--- config.mk ---
export PLATFORM = sky130hd
export DESIGN_NAME = input_loader
export DESIGN_NICKNAME = d
export VERILOG_FILES = /design/src/rtl/cnn_pkg.sv /design/src/rtl/load_counter.sv /design/src/rtl/input_loader.sv
export SDC_FILE = /design/constraint.sdc
export NUM_CORES = 1
export LEC_CHECK = 0
export ABC_AREA = 1
export ABC_CLOCK_PERIOD_IN_PS = 1900
export CORE_MARGIN = 2
export CORE_UTILIZATION = 35
export CTS_CLUSTER_DIAMETER = 60
export CTS_CLUSTER_SIZE = 10
export DETAILED_ROUTE_END_ITERATION = 8
export GPL_ROUTABILITY_DRIVEN = 0
export GPL_TIMING_DRIVEN = 0
export PLACE_DENSITY = 0.91
export SLEW_MARGIN = 20
export SYNTH_ARGS = -nofsm -noshare
export SYNTH_HDL_FRONTEND = slang
export SYNTH_HIERARCHICAL = 1
export SYNTH_SLANG_ARGS = --single-unit
--- constraint.sdc ---
create_clock -name clk -period 1.9 [get_ports clk]
set_input_delay 0.38 -clock clk [delete_from_list [all_inputs] [get_ports clk]]
set_output_delay 0.38 -clock clk [all_outputs]
set_load 0.03 [all_outputs]
--- src/rtl/cnn_pkg.sv ---
// Shared definitions for the 1-D convolution datapath.
//
// Holds the datapath geometry (sample width, input length, filter length),
// the derived memory address widths and the loader state encoding, so that
// the loader and the convolution controller agree on frame sizes without
// repeating the numbers.
package cnn_pkg;

    // Sample / tap data width
    localparam int T  = 16;
    // Input vector length (xmem depth)
    localparam int N  = 30;
    // Filter length (fmem depth)
    localparam int M  = 9;

    // Address widths for the two memories
    localparam int XA = $clog2(N);
    localparam int FA = $clog2(M);

    // Loader frame sequencing states
    typedef enum logic [1:0] {
        INIT = 2'd0,
        LOAD = 2'd1,
        CONV = 2'd2
    } loader_state_t;

endpackage

--- src/rtl/load_counter.sv ---
// Saturating beat counter for one input-loader port.
//
// Counts accepted beats from 0 up to DEPTH and then holds there until
// cleared, so a port that has finished its frame can never wrap and
// overwrite memory location 0.
//
// Ports:
//   clk        rising-edge clock
//   reset_n    asynchronous active-low reset, clears the count
//   en         one accepted beat this cycle
//   clr        synchronous clear for the next frame (wins over en)
//   count      current beat count, 0..DEPTH
//   full       count has reached DEPTH
//   full_next  count will be DEPTH after this cycle's beat is taken
module load_counter #(
    parameter int DEPTH = 9,
    parameter int W     = $clog2(DEPTH) + 1
) (
    input  logic         clk,
    input  logic         reset_n,
    input  logic         en,
    input  logic         clr,
    output logic [W-1:0] count,
    output logic         full,
    output logic         full_next
);

    localparam logic [W-1:0] FULL_VAL = W'(DEPTH);
    localparam logic [W-1:0] LAST_VAL = W'(DEPTH - 1);

    always_ff @(posedge clk or negedge reset_n) begin
        if (!reset_n) begin
            count <= '0;
        end else if (clr) begin
            count <= '0;
        end else if (en && !full) begin
            count <= count + W'(1);
        end
    end

    assign full = (count == FULL_VAL);

    // Lets the FSM leave LOAD on the same edge as the final beat rather
    // than one cycle later.
    assign full_next = !clr && (full || (en && (count == LAST_VAL)));

endmodule

--- src/rtl/input_loader.sv ---
// Input loader: upstream stage of the 1-D convolution datapath.
//
// Accepts N input samples and M filter taps on two independent
// valid/ready slave ports, writes them into xmem and fmem with zero
// latency, then raises conv_start and holds it until the convolution
// controller pulses conv_done, after which it re-arms for the next frame.
//
// Ports:
//   clk, reset_n                    clock, asynchronous active-low reset
//   s_data_in_x/s_valid_x/s_ready_x x sample stream
//   s_data_in_f/s_valid_f/s_ready_f filter tap stream
//   conv_done                       pulse from the convolution controller
//   conv_start                      both memories loaded, convolution may run
//   xmem_wr_en/addr/data            xmem write port
//   fmem_wr_en/addr/data            fmem write port
module input_loader #(
    parameter int T  = cnn_pkg::T,
    parameter int N  = cnn_pkg::N,
    parameter int M  = cnn_pkg::M,
    parameter int XA = $clog2(N),
    parameter int FA = $clog2(M)
) (
    input  logic          clk,
    input  logic          reset_n,
    input  logic [T-1:0]  s_data_in_x,
    input  logic          s_valid_x,
    output logic          s_ready_x,
    input  logic [T-1:0]  s_data_in_f,
    input  logic          s_valid_f,
    output logic          s_ready_f,
    input  logic          conv_done,
    output logic          conv_start,
    output logic          xmem_wr_en,
    output logic [XA-1:0] xmem_wr_addr,
    output logic [T-1:0]  xmem_wr_data,
    output logic          fmem_wr_en,
    output logic [FA-1:0] fmem_wr_addr,
    output logic [T-1:0]  fmem_wr_data
);

    import cnn_pkg::*;

    loader_state_t state;
    loader_state_t state_next;

    logic [XA:0] x_cnt;
    logic [FA:0] f_cnt;
    logic        x_full;
    logic        f_full;
    logic        x_full_next;
    logic        f_full_next;
    logic        frame_clr;

    // State register; an asynchronous reset abandons any partial frame.
    always_ff @(posedge clk or negedge reset_n) begin
        if (!reset_n) begin
            state <= INIT;
        end else begin
            state <= state_next;
        end
    end

    // Next-state logic. LOAD looks at the post-write counts so the move to
    // CONV happens on the edge of whichever port delivers its last beat.
    always_comb begin
        state_next = state;
        case (state)
            INIT: state_next = LOAD;
            LOAD: if (x_full_next && f_full_next) state_next = CONV;
            CONV: if (conv_done) state_next = LOAD;
            default: state_next = INIT;
        endcase
    end

    assign frame_clr = (state == CONV) && conv_done;

    // Readies come from registers only, so the upstream never sees a
    // valid-to-ready combinational path.
    assign s_ready_x  = (state == LOAD) && !x_full;
    assign s_ready_f  = (state == LOAD) && !f_full;

    assign xmem_wr_en   = s_valid_x && s_ready_x;
    assign xmem_wr_addr = x_cnt[XA-1:0];
    assign xmem_wr_data = s_data_in_x;

    assign fmem_wr_en   = s_valid_f && s_ready_f;
    assign fmem_wr_addr = f_cnt[FA-1:0];
    assign fmem_wr_data = s_data_in_f;

    // Decoded from state so reset drops it without waiting for a clock.
    assign conv_start = (state == CONV);

    load_counter #(
        .DEPTH (N),
        .W     (XA + 1)
    ) u_x_counter (
        .clk       (clk),
        .reset_n   (reset_n),
        .en        (xmem_wr_en),
        .clr       (frame_clr),
        .count     (x_cnt),
        .full      (x_full),
        .full_next (x_full_next)
    );

    load_counter #(
        .DEPTH (M),
        .W     (FA + 1)
    ) u_f_counter (
        .clk       (clk),
        .reset_n   (reset_n),
        .en        (fmem_wr_en),
        .clr       (frame_clr),
        .count     (f_cnt),
        .full      (f_full),
        .full_next (f_full_next)
    );

endmodule

==> flow_metrics.py, run 1 <==
metrics = {
    "pwr": {
        "p_per_area_nw_per_um2": 960,
        "share_seq_of_total_power_pct": 26.7,
        "p_int_mw": 0.996,
        "p_sw_share_pct": 47.6,
        "power_switching_mw": 0.905,
        "combPwrFrac_pct": 64.0,
        "vdd_ir_drop_max_uv": 680,
        "power_leakage_nw": 1.02,
        "clock_power_share_pct": 9.3,
    },
    "critical_path": {
        "cp-end-kind": "output port",
        "worstSetupPathType": "flop to output port",
        "cp_max_fo": 4,
        "worstPathCellList": "buf_4 -> clkdlybuf4s50_1",
        "crit_path_max_incr_delay_ns": 0.67,
        "reg2reg_depth": 14,
        "required_ns": 1.52,
        "worst_path_max_delay_cell": "clkdlybuf4s50_1",
        "arrival_ns": 1.46,
        "worstSetupStartpointType": "flop",
    },
    "floorplanning": {
        "row_count": 21,
        "core_area_um2": 3310,
        "die_h_um": 62.6,
        "die_area_um2": 3920,
        "io_pins": 83,
        "start_util_pct": 36.4,
        "die_w_um": 62.6,
    },
    "global_routing": {
        "grt_pass1_vias": 1067,
        "grt_pass1_wl_mm": 4.67,
        "antenna_found_initial": 0,
        "overflow": 0,
        "grt_max_degree": 14,
        "grtUsageTotal_pct": 14.3,
    },
    "synth": {
        "syn_area_um2": 1200,
        "avgSynthCellArea_um2": 7.48,
        "synth_cell_types": 24,
        "syn_nets": 204,
        "netlist_instances": 161,
        "yosysWarnings": 6,
        "yosysSeqAreaShare_pct": 27.0,
        "ys_ff_latch": 13,
    },
    "detailed_routing": {
        "wl_per_cell_um": 10.2,
        "drc": 0,
        "top_layer": "met4",
        "viasPerCell": 4.40,
        "drt-initial-drc-count": 30,
        "dr.pass1.iters": 4,
        "wl_mm": 2.76,
        "postRouteAntennaNets": 0,
        "wl_met1_mm": 1.08,
        "num_vias": 1193,
        "wl_met3_um": 227,
        "wl_met2_mm": 1.44,
    },
    "timing": {
        "relSlewSlack_pct": 59.0,
        "hold_viol_final": 0,
        "worst_slew_pin_slew_ns": 0.612,
        "skew_ns": 0.000636,
        "grt_setup_unrepaired": "true",
        "min_period_over_period_pct": 96.8,
        "min_period_ns": 1.84,
        "finalSetupViolCount": 0,
        "final_max_slew_viol_count": 0,
        "whs_ns": 0.478,
        "worst_slack_ns": 0.0604,
        "fmax_mhz": 544,
    },
    "placed_design": {
        "portBuffers": 50,
        "placed_cell_area_um2": 1790,
        "dp.final_hpwl_mm": 2.06,
        "place_worst_setup_slack_ns": -0.611,
    },
    "clock_network": {
        "clock-sinks": 13,
        "tritoncts": "yes",
        "clock-root-buffer": "clkbuf_4",
        "clkLatencyLatePin_ns": 0.28,
        "cts_hold_buffers": 0,
        "path_clk_slew_ns": 0.08,
        "cts_made_buffers": 3,
        "cts.path.max_buffers": 2,
        "htree_levels": 1,
    },
    "cells_and_area": {
        "postLayoutCellArea_um2": 1980,
        "syn_to_final_growth_pct": 64.6,
        "fillCellCount": 295,
        "insertedDiodeCount": 0,
        "fin_nets": 269,
        "drive_gt1_share_pct": 37.3,
    },
    "job": {
        "cap_viol_max_count": 0,
    },
    "run_status": {
        "status": "completed",
    },
    "worst_hold_path": {
        "min_path_type": "primary input to async pin",
    },
}
==> critical path, delay by kind of cell, from the launching register on <==
kind	cells	cell delay, ns
flops	1	0.39
buf+inv	2	0.80
==> final timing paths <==
path / start / to / slack, ns
hold / removal: reset_n / u_x_counter/count[4]$_DFFE_PN0P_ / 0.48
setup / recovery: u_x_counter/count[1]$_DFFE_PN0P_ / xmem_wr_addr[1] / 0.06
hold reg to reg: u_x_counter/count[5]$_DFFE_PN0P_ / u_x_counter/count[5]$_DFFE_PN0P_ / 0.53
min in group clk: u_x_counter/count[5]$_DFFE_PN0P_ / u_x_counter/count[5]$_DFFE_PN0P_ / 0.53
setup reg to reg: u_x_counter/count[0]$_DFFE_PN0P_ / state[1]$_DFFE_PN0P_ / 0.15
max in group asynchronous: reset_n / u_f_counter/count[0]$_DFFE_PN0P_ / 0.99
==> logic make-up (layout without fill, tap and decap cells) <==
group / Yosys count / count (layout) / synth area share, %
AO/OA/AOI/OAI: 7 / 7 / 3.43
XOR/XNOR: 2 / 2 / 1.46
adder cells (fa/ha/maj): 6 / 6 / 6.24
buffers and inverters: 59 / 123 / 29.8
flip-flops: 13 / 13 / 27.0
AND/OR/NAND/NOR: 74 / 74 / 32.0
==> final cells by class <==
class / count / area (um^2) / area share [%]
Multi-Input combinational cell: 89 / 619 / 31.3
Buffer: 33 / 248 / 12.5
Clock buffer: 4 / 26.3 / 1.33
Timing Repair Buffer: 60 / 586 / 29.6
Inverter: 26 / 114 / 5.75
Sequential cell: 13 / 330 / 16.7
Tap cell: 46 / 57.6 / 2.91
==> flip-flops by register name, indices dropped and copies added, names as in the netlist <==
register	flops
u_f_counter/count	5
u_x_counter/count	6
state	2
==> placed cells by master (no fill, tap or decap), types with 6 or more instances in the layout <==
cell / netlist / routed
inv_1: 22 / 16
nand4_1: 7 / 7
nor2_4: 4 / 7
dfrtp_1: 13 / 9
inv_2: 3 / 8
nor2_1: 8 / 6
buf_4: 33 / 43
clkdlybuf4s50_1: 0 / 41
nand2_1: 31 / 31
nand3_1: 15 / 12
==> synthesized netlist by cell type (all sizes together) <==
cell type / instances / area, um^2
a21oi: 2 / 10.0
nor4: 1 / 6.26
nand2: 34 / 150
nand3: 16 / 85.1
nand3b: 1 / 7.51
dfrtp: 13 / 325
o21bai: 1 / 7.51
nor3: 1 / 5.00
xnor2: 1 / 8.76
nand4: 7 / 43.8
nor2: 14 / 87.6
xor2: 1 / 8.76
o21ai: 4 / 23.8
inv: 25 / 93.8
ha: 6 / 75.1
bufinv: 1 / 17.5
buf: 33 / 248
==> metal layers <==
metal | vias to the layer above | track usage [%]
met1 | 533 | 17.5
met5 | - | 0
li1 | 598 | -
met3 | 2 | 4.68
met2 | 60 | 23.9
met4 | 0 | 4.17
==> power groups by stage <==
| stage | logic [mW] | registers (mW) | clock network [mW] |
|---|---|---|---|
| CTS | 1.17 | 0.498 | 0.187 |
| global route | 1.32 | 0.528 | 0.204 |
| finish | 1.22 | 0.507 | 0.178 |
| floorplan | 0.547 | 0.677 | 0 |
| detailed placement | 1.05 | 0.534 | 0 |
| global placement | 1.02 | 0.528 | 0 |
==> metrics by stage <==
stage               power [mW]  TNS, ns  util, %  std cells
floorplan                 1.22        0        -        161
global placement          1.55    -7.58     54.0        257
detailed placement        1.58    -7.81     54.0        257
CTS                       1.86  -0.0269     57.4        268
global route              2.05  -0.0174     59.8        271
finish                    1.90        0     59.8        271
==> timing repair <==
action,in CTS,in global routing
endpoints found under the setup margin,19,10
gates resized for setup,37,13
setup buffers,7,3
pin swaps,6,5
Power figures use the tool's default switching activity.
==> run 2: changes to the inputs <==
- CELL_PAD_IN_SITES_DETAIL_PLACEMENT: default -> 0
- CELL_PAD_IN_SITES_GLOBAL_PLACEMENT: default -> 1
- CORE_UTILIZATION: 35 -> 23
- PLACE_DENSITY: 0.91 -> 0.9
==> flow_metrics.py, run 2 (same netlist as run 1, synthesis figures left out) <==
metrics = {
    "worst_hold_path": {
        "min_path_type": "primary input to async pin",
    },
    "timing": {
        "worst_slack_ns": 0.0729,
        "hold_viol_final": 0,
        "fmax_mhz": 547,
        "skew_ns": 0.00202,
        "finalSetupViolCount": 0,
        "min_period_over_period_pct": 96.2,
        "final_max_slew_viol_count": 0,
        "relSlewSlack_pct": 56.6,
        "worst_slew_pin_slew_ns": 0.649,
        "grt_setup_unrepaired": "true",
        "min_period_ns": 1.83,
    },
    "clock_network": {
        "htree_levels": 1,
        "clkLatencyLatePin_ns": 0.25,
        "path_clk_slew_ns": 0.06,
        "clock-sinks": 13,
        "cts.path.max_buffers": 2,
        "clock-root-buffer": "clkbuf_8",
        "cts_made_buffers": 3,
        "tritoncts": "yes",
    },
    "cells_and_area": {
        "postLayoutCellArea_um2": 1970,
        "syn_to_final_growth_pct": 63.8,
        "max_flop_register": "u_x_counter/count",
        "reg_top3": "u_x_counter/count x6, u_f_counter/count x5, state x2",
        "mostFrequentLayoutCells": "43 x buf_4, 43 x clkdlybuf4s50_1, 31 x nand2_1",
        "drive_gt1_share_pct": 35.9,
        "fin_nets": 267,
        "insertedDiodeCount": 0,
        "largest_reg_flops": 6,
    },
    "global_routing": {
        "grt_pass1_wl_mm": 4.97,
        "grt_max_degree": 14,
        "overflow": 0,
        "grtUsageTotal_pct": 10.3,
        "antenna_found_initial": 0,
        "grt_pass1_vias": 1156,
    },
    "placed_design": {
        "dp.final_hpwl_mm": 2.27,
        "portBuffers": 50,
        "placed_cell_area_um2": 1820,
        "place_worst_setup_slack_ns": -0.447,
    },
    "floorplanning": {
        "start_util_pct": 23.7,
        "die_h_um": 76.3,
        "die_w_um": 76.3,
        "die_area_um2": 5830,
        "row_count": 26,
        "io_pins": 83,
        "core_area_um2": 5070,
    },
    "detailed_routing": {
        "drc": 0,
        "wl_mm": 2.97,
        "drt-initial-drc-count": 28,
        "wl_per_cell_um": 10.1,
        "dr.pass1.iters": 4,
        "postRouteAntennaNets": 0,
        "num_vias": 1173,
        "viasPerCell": 4.00,
    },
    "pwr": {
        "vdd_ir_drop_max_uv": 603,
        "p_per_area_nw_per_um2": 982,
        "power_leakage_nw": 0.996,
    },
    "critical_path": {
        "arrival_ns": 1.45,
        "required_ns": 1.52,
        "worstSetupStartpointType": "flop",
        "cp-end-kind": "output port",
        "cp_max_fo": 6,
        "worstSetupPathType": "flop to output port",
    },
    "job": {
        "cap_viol_max_count": 0,
    },
    "run_status": {
        "status": "completed",
    },
}
-- run 2: layout make-up --
class | instances | area (um^2)
buffer | 33 | 248
clock buffer | 4 | 45.0
fill | 531 | 3100
inverter | 26 | 114
multi-input combinational | 89 | 586
sequential | 13 | 330
tap | 70 | 87.6
timing repair buffer | 58 | 562
-- run 2: final timing paths --
kind                                                       start                          endpoint  slack (ns)  cells past startpoint
worst max register to register  u_f_counter/count[0]$_DFFE_PN0P_              state[0]$_DFFE_PN0P_        0.13                     14
min in group clk                u_x_counter/count[5]$_DFFE_PN0P_  u_x_counter/count[5]$_DFFE_PN0P_        0.56                      2
worst min-delay path                                     reset_n  u_x_counter/count[2]$_DFFE_PN0P_        0.53                      1
worst max-delay path            u_f_counter/count[0]$_DFFE_PN0P_                   fmem_wr_addr[0]        0.07                      2
max in group asynchronous                                reset_n  u_f_counter/count[1]$_DFFE_PN0P_        0.91                      1
worst min register to register  u_x_counter/count[5]$_DFFE_PN0P_  u_x_counter/count[5]$_DFFE_PN0P_        0.56                      2
-- run 2: power breakdown --
group	switching [mW]	leakage, nW	internal [mW]
Sequential	0.134	0.156	0.383
Clock	0.111	0.0228	0.148
Combinational	0.654	0.817	0.507
-- run 2: layer usage --
layer,vias to the layer above,GRT usage (%),share of wire (%)
met1,514,11.0,39
met4,0,1.64,0.57
li1,597,-,-
met5,-,0,0
met2,57,19.0,51
met3,5,4.62,9.1
-- run 2: repair_timing --
action	in CTS	in global routing
hold buffers	0	0
pin swaps	4	3
setup buffers	6	2
endpoints found under the setup margin	6	7
resized for setup	26	15
cloned	0	0
-- run 2: stage by stage --
stage	hold slack, ns	utilization [%]	setup TNS, ns	total power, mW	std cells
5_1_grt	0.580	38.9	-0.0165	2.10	293
3_5_place_dp	0.528	35.9	-3.49	1.59	281
6_report	0.534	38.9	0	1.94	293
3_3_place_gp	0.518	35.8	-9.07	1.57	281
2_1_floorplan	0.0844	-	0	1.22	161
4_1_cts	0.557	37.6	-0.00121	1.90	291
-- run 2: critical path, cell delays in order, from the launching register on --
cell and delay, ns:
dfrtp_2 0.39, buf_4 0.15, clkdlybuf4s50_1 0.67
